[src/rtl/keypad_scanner.sv]
`default_nettype none
// ============================================================================
// Module   : keypad_scanner
// Function : 4x4 matrix keypad column scanner with row debounce; emits one
//            enter strobe plus key code per debounced press.
// Revision : 1.0
// ============================================================================
module keypad_scanner #(
  parameter int SCAN_DIV        = 1000,
  parameter int DEBOUNCE_CYCLES = 20000
) (
  input  logic       clk,
  input  logic       reset,
  input  logic [3:0] row,
  output logic [3:0] col,
  output logic       enter,
  output logic [3:0] digit
);

  localparam int c_CNT_MAX = (SCAN_DIV > DEBOUNCE_CYCLES) ? SCAN_DIV : DEBOUNCE_CYCLES;
  localparam int c_CNT_W   = $clog2(c_CNT_MAX + 1);

  localparam logic [c_CNT_W-1:0] c_DWELL_LAST = c_CNT_W'(SCAN_DIV - 1);
  localparam logic [c_CNT_W-1:0] c_DEB_DONE   = c_CNT_W'(DEBOUNCE_CYCLES);
  localparam logic [c_CNT_W-1:0] c_CNT_ONE    = c_CNT_W'(1);

  localparam logic [1:0] S_SCAN         = 2'd0;
  localparam logic [1:0] S_DEBOUNCE     = 2'd1;
  localparam logic [1:0] S_EMIT         = 2'd2;
  localparam logic [1:0] S_WAIT_RELEASE = 2'd3;

  logic [3:0]         r_sync1;
  logic [3:0]         r_rs;
  logic [1:0]         r_state;
  logic [1:0]         r_col_idx;
  logic [c_CNT_W-1:0] r_dwell;
  logic [c_CNT_W-1:0] r_deb_cnt;
  logic [3:0]         r_row_lat;
  logic [3:0]         r_digit;

  logic [1:0]         w_state_nxt;
  logic [1:0]         w_col_idx_nxt;
  logic [c_CNT_W-1:0] w_dwell_nxt;
  logic [c_CNT_W-1:0] w_deb_nxt;
  logic [3:0]         w_row_lat_nxt;
  logic [3:0]         w_digit_nxt;
  logic [3:0]         w_low;
  logic               w_single;

  function automatic logic [3:0] key_code(input logic [3:0] lat, input logic [1:0] c);
    logic [1:0] r;
    logic [3:0] code;
    case (lat)
      4'b1110: r = 2'd0;
      4'b1101: r = 2'd1;
      4'b1011: r = 2'd2;
      default: r = 2'd3;
    endcase
    case ({r, c})
      4'h0: code = 4'h1;  4'h1: code = 4'h2;  4'h2: code = 4'h3;  4'h3: code = 4'hA;
      4'h4: code = 4'h4;  4'h5: code = 4'h5;  4'h6: code = 4'h6;  4'h7: code = 4'hB;
      4'h8: code = 4'h7;  4'h9: code = 4'h8;  4'hA: code = 4'h9;  4'hB: code = 4'hC;
      4'hC: code = 4'hE;  4'hD: code = 4'h0;  4'hE: code = 4'hF;  default: code = 4'hD;
    endcase
    return code;
  endfunction

  // Rows are asynchronous to clk; only the second flop's value is ever used.
  always_ff @(posedge clk) begin
    if (reset) begin
      r_sync1 <= 4'hF;
      r_rs    <= 4'hF;
    end else begin
      r_sync1 <= row;
      r_rs    <= r_sync1;
    end
  end

  assign w_low    = ~r_rs;
  assign w_single = (w_low != 4'd0) && ((w_low & (w_low - 4'd1)) == 4'd0);

  always_ff @(posedge clk) begin
    if (reset) begin
      r_state   <= S_SCAN;
      r_col_idx <= 2'd0;
      r_dwell   <= '0;
      r_deb_cnt <= '0;
      r_row_lat <= 4'hF;
      r_digit   <= 4'h0;
    end else begin
      r_state   <= w_state_nxt;
      r_col_idx <= w_col_idx_nxt;
      r_dwell   <= w_dwell_nxt;
      r_deb_cnt <= w_deb_nxt;
      r_row_lat <= w_row_lat_nxt;
      r_digit   <= w_digit_nxt;
    end
  end

  always_comb begin
    w_state_nxt   = r_state;
    w_col_idx_nxt = r_col_idx;
    w_dwell_nxt   = r_dwell;
    w_deb_nxt     = r_deb_cnt;
    w_row_lat_nxt = r_row_lat;
    w_digit_nxt   = r_digit;
    case (r_state)
      S_SCAN: begin
        if (r_dwell == c_DWELL_LAST) begin
          w_dwell_nxt = '0;
          if (w_single) begin
            w_row_lat_nxt = r_rs;
            w_deb_nxt     = '0;
            w_state_nxt   = S_DEBOUNCE;
          end else begin
            w_col_idx_nxt = r_col_idx + 2'd1;
          end
        end else begin
          w_dwell_nxt = r_dwell + c_CNT_ONE;
        end
      end
      S_DEBOUNCE: begin
        if (r_rs != r_row_lat) begin
          w_deb_nxt     = '0;
          w_dwell_nxt   = '0;
          w_col_idx_nxt = r_col_idx + 2'd1;
          w_state_nxt   = S_SCAN;
        end else if (r_deb_cnt == c_DEB_DONE) begin
          w_digit_nxt = key_code(r_row_lat, r_col_idx);
          w_state_nxt = S_EMIT;
        end else begin
          w_deb_nxt = r_deb_cnt + c_CNT_ONE;
        end
      end
      S_EMIT: begin
        w_deb_nxt   = '0;
        w_state_nxt = S_WAIT_RELEASE;
      end
      default: begin
        // Release must be as stable as the press before scanning resumes.
        if (r_rs != 4'hF) begin
          w_deb_nxt = '0;
        end else if (r_deb_cnt == c_DEB_DONE) begin
          w_deb_nxt     = '0;
          w_dwell_nxt   = '0;
          w_col_idx_nxt = r_col_idx + 2'd1;
          w_state_nxt   = S_SCAN;
        end else begin
          w_deb_nxt = r_deb_cnt + c_CNT_ONE;
        end
      end
    endcase
  end

  always_comb begin
    col   = ~(4'b0001 << r_col_idx);
    enter = (r_state == S_EMIT);
    digit = r_digit;
  end

endmodule
`default_nettype wire

[config.mk]
export PLATFORM = sky130hd
export DESIGN_NAME = keypad_scanner
export DESIGN_NICKNAME = d
export VERILOG_FILES = /design/src/rtl/keypad_scanner.sv
export SDC_FILE = /design/constraint.sdc
export NUM_CORES = 1
export LEC_CHECK = 0
export BUFFER_PORTS_ARGS = -buffer_cell sky130_fd_sc_hd__clkbuf_2
export CORE_MARGIN = 4
export CORE_UTILIZATION = 55
export CTS_CLUSTER_DIAMETER = 200
export DETAILED_ROUTE_END_ITERATION = 12
export HOLD_SLACK_MARGIN = 0.02
export PLACE_DENSITY = 0.76
export SLEW_MARGIN = 5
export SYNTH_ARGS = -nofsm -noshare
export SYNTH_HDL_FRONTEND = slang
export SYNTH_SLANG_ARGS = --single-unit
[constraint.sdc]
create_clock -name clk -period 6.95 [get_ports clk]
set_input_delay 1.7375 -clock clk [delete_from_list [all_inputs] [get_ports clk]]
set_output_delay 1.7375 -clock clk [all_outputs]
set_load 0.01 [all_outputs]
Yosys cells after proc, flatten, opt, wreduce, memory -nomap -nowiden. Memory sizes are Yosys's and may differ from the RTL's. A register that Yosys moved wholly into a read port is not among the register bits. Cells that the tools add are included.

Flip-flop bits (word level): 46. Memory bits (read-only): 64. Input bits: 6. Output and inout bits: 9. Logic and storage cells: 76. Memories: 1.

Add/subtract/negate cells: 4. Eq/ne operators: 17. Shift-type cells: 1. Mux-type cells: 29. Bitwise operators: 5. Reduce and logical (&&, ||, !) cells: 12.

Memory list: (no name shown) (depth 16, width 4, read ports 1, clocked after memory_dff 1, write ports 0, RTL line 59) `case ({r, c})`.

Operators by type and width (count): 15-bit two-way mux (10); 15-bit case mux with 3 select lines (2); 15-bit by 1-bit adder with 15-bit output, second input constant (2); 2-bit two-way mux (14); 2-bit case mux with 3 select lines (3); 15-bit by 10-bit == test with 1-bit output, second input constant (1); 15-bit == test, second input constant (1); 4-bit == test, second input constant (3); 3-bit AND reduction (3); 2-bit != test, second input constant (4); 4-bit inverter (2); 4-bit nonzero test (2); 3-bit != test, second input constant (2); 6-bit AND reduction (1); 5-bit AND reduction (1); 4-bit bitwise AND (1); 4-bit logical NOT (1); 4-bit by 2-bit != test with 1-bit output, second input constant (1); 4-bit != test (1); 4-bit != test, second input constant (1); 4-bit AND reduction (1); 1-bit by 2-bit left shift with 4-bit output, first input constant (1); 4-bit by 1-bit subtractor with 4-bit output, second input constant (1); 3-bit by 1-bit != test with 1-bit output, second input constant (1); 7 further kinds (8).

Depth between registers and ports, before layout.
Depth in word-level cells: 8. Depth in mapped cells: 9. Mapped depth without buffers: 7.

Worst setup path after synthesis. Ideal clock, no wire load.

Path type: register to output. Start point: reg r_col_idx[0]. End point: out col[0]. Arrival: 0.842 ns. Data required time: 5.213 ns. Setup slack: 4.371 ns. Cell stages (with the launch flop): 4. Path buffers: 0. Cells stage by stage: dfxtp_1 > inv_1 > ha_1 > inv_1.

Longest elaborated chain between the ends: 2.

Ends and longest elaborated chain: start, declared (RTL line 35) `logic [1:0] r_col_idx;`; start signal, assigned (RTL line 92) `r_col_idx <= w_col_idx_nxt;`; 1-bit by 2-bit left shift with 4-bit output (RTL line 156) `col = ~(4'b0001 << r_col_idx);`; 4-bit inverter (RTL line 156); end, declared (RTL line 15) `output logic [3:0] col,`.

Every way passes these cells.

Final worst setup path. Ends and elaborated chain as after synthesis.

==> impl_metrics.ini <==
[synth]
synth_nets = 355
synthCells = 340
synth-simple-area-share_pct = 30.4
yosys.area_share.adder_pct = 4.29
yosys.area_share.xor_xnor_pct = 1.53
async_reset_ff_share_pct = 0
synth_cell_types = 55
synth_warnings = 0
syn_area_um2 = 2860
synth-compound-area-share_pct = 21.2
ys_seq_area_share_pct = 35.0
avgSynthCellArea_um2 = 8.41
muxShareOfSynthArea_pct = 2.14
synth_edf_count = 0
synth_top_family_by_area = simple AND/OR/NAND/NOR gates
yosys_most_used_dff = dfxtp_1
synth_seq_cells = 50

[flow_run]
drv_cap = 0

[run_status]
status = finished clean

[grt]
grt_antenna_before_repair = 0
grt_max_degree = 32
grt_pass1_wl_um = 10900
overflow = 0
grt_pass1_vias = 2475
track_usage_pct = 20.8

[floorplanning]
core_region_area_um2 = 4880
die_w_um = 80.1
die_h_um = 80.1
die_area_um2 = 6420
initial_core_util_pct = 58.6
rows = 25
ios = 15

[critical_path]
cp_max_fo = 9
cp.required_ns = 5.21
r2r_setup_slack_ns = 4.18
critPathLaunchType = flop
arrival_ns = 1.37
r2r_cells = 7
r2r-end = r_dwell[12]
end_kind = output port
timing.rr.start = r_deb_cnt[0]
path_class = reg -> out

[pwr]
p_leak_nw = 1.05
ir_worst_vdd_mv = 0.140
p_int_mw = 0.405
p_seq_share_pct = 56.6
switchingPower_mw = 0.114
combPwrFrac_pct = 3.5
p_per_area_nw_per_um2 = 170
p_clk_share_pct = 39.9
switching_share_pct = 21.9

[routing]
drtAntennaViolNets = 0
wire_per_inst_um = 14.8
avgViaCountPerCell = 6.25
first_iter_violations = 136
dr.pass1.iters = 4
wl_um = 6080
vias = 2568
drc = 0

[clock_tree]
post_cts_buffers = 0
clockBufferDepth = 2
insertion_delay_ns = 0.30
cts-resized-gates = 0
cts_max_level = 2
root_buffer = clkbuf_8
cts_hold_buf = 0
path_clk_slew_ns = 0.10
clock_sinks = 50
cts_tree = yes
numCtsBuffers = 5

[final_layout]
drive_gt1_share_pct = 12.5
fill_cells = 448
flow.area_growth_from_synthesis_pct = 6.65
antenna_cells = 0
multiInputGateArea_um2 = 1710
final_area_um2 = 3050
seq_area_um2 = 1000
layout_common_cells = dfxtp_1 (50), a21oi_1 (29), nand2_1 (23)
nets = 358
final_common_cell = dfxtp_1

[sta]
hold_violations = 0
fin_tns_setup_ns = 0
fmax_ghz = 0.322
slew_viol_final = 0
fin_skew_ns = 0.0114
timing.hold.ws_ns = 0.415
min_period_ns = 3.11
worst_pin_slew_ns = 1.18
finalSetupViolCount = 0
worst_slew_margin_rel_pct = 21.3
rsz0062_at_grt = no
min_period_over_period_pct = 44.7

[worst_hold_path]
hold_depth = 1
holdPathEnd = r_rs[0]
hold_path.class = reg -> reg
worstHoldStart = r_sync1[0]

[placed_design]
place_congestion = 0.843
dp_hpwl_um = 4240
numPortBuffers = 14
placedInstanceArea_um2 = 2940
critical path: stages, from the launching register on:
cell	delay, ns
dfxtp_1	0.51
inv_1	0.16
ha_1	0.24
inv_1	0.05
clkbuf_2	0.12
per-stage QoR:
| step | power (mW) | std cells | util [%] | worst slack (ns) |
|---|---|---|---|---|
| global route | 0.539 | 411 | 62.5 | 3.74 |
| detailed placement | 0.319 | 403 | 60.2 | 3.85 |
| CTS | 0.522 | 411 | 62.5 | 3.84 |
| global placement | 0.318 | 403 | 60.2 | 3.91 |
| floorplan | 0.313 | 340 | - | 4.37 |
| finish | 0.519 | 411 | 62.5 | 3.84 |
Yosys cell counts, drive strengths merged, types with 4 or more instances:
cell type / n / area [um^2]
or4: 20 / 154
o31ai: 21 / 163
and3: 9 / 56.3
nand3b: 4 / 30.0
or2: 9 / 56.3
dfxtp: 50 / 1000
buf: 7 / 52.5
nor3b: 4 / 30.0
nor3: 6 / 30.0
nand4: 7 / 43.8
nor2: 14 / 52.6
ha: 9 / 113
o21ai: 14 / 70.1
nand2: 23 / 86.3
and2: 4 / 25.0
xnor2: 5 / 43.8
mux2i: 5 / 50.1
inv: 13 / 48.8
a21oi: 31 / 163
nand3: 18 / 90.1
clkbuf: 14 / 52.6
nor4: 7 / 58.8
cell families after synthesis:
family	Yosys count
buffers and inverters	35
and+or+nand+nor	144
xor gates and xnor gates	5
AOI/OAI and AO/OA	90
DFF	50
muxes	6
adders and majority gates	10
layout make-up:
cell class,count,area share [%]
sequential,50,32.8
timing repair buffer,17,3.04
multi-input combinational,255,56.0
clock buffer,5,2.26
clock inverter,3,1.44
tap,67,2.75
inverter,14,1.72
how the worst max path moves through the flow:
stage | startpoint | to | slack (ns) | cells past startpoint
5_1_grt | r_col_idx[0] | col[0] | 3.74 | 4
6_report | r_col_idx[0] | col[0] | 3.84 | 4
2_1_floorplan | r_col_idx[0] | col[0] | 4.37 | 3
3_5_place_dp | reset | r_deb_cnt[14] | 3.85 | 5
4_1_cts | r_col_idx[0] | col[0] | 3.84 | 4
3_3_place_gp | reset | r_deb_cnt[10] | 3.91 | 5
layer usage:
layer / vias to the layer above / wire, um / GRT usage (%)
li1: 1291 / - / -
met1: 1251 / 2910 / 25.9
met2: 24 / 3020 / 37.0
met3: 2 / 123 / 3.70
met4: 0 / 29 / 4.73
met5: - / 0 / 0
registers in the layout (all words and copies together), names as in the netlist:
register,flops
digit,4
r_col_idx,2
r_deb_cnt,15
r_dwell,15
r_row_lat,4
r_rs,4
r_state,2
r_sync1,4
power groups by stage:
stage	Sequential (mW)	Clock (mW)	Combinational, mW
2_1_floorplan	0.299	0	0.0139
3_3_place_gp	0.300	0	0.0175
3_5_place_dp	0.301	0	0.0180
4_1_cts	0.294	0.211	0.0181
5_1_grt	0.295	0.224	0.0206
6_report	0.294	0.207	0.0179
Note: power is estimated with default switching activity, not from simulation.
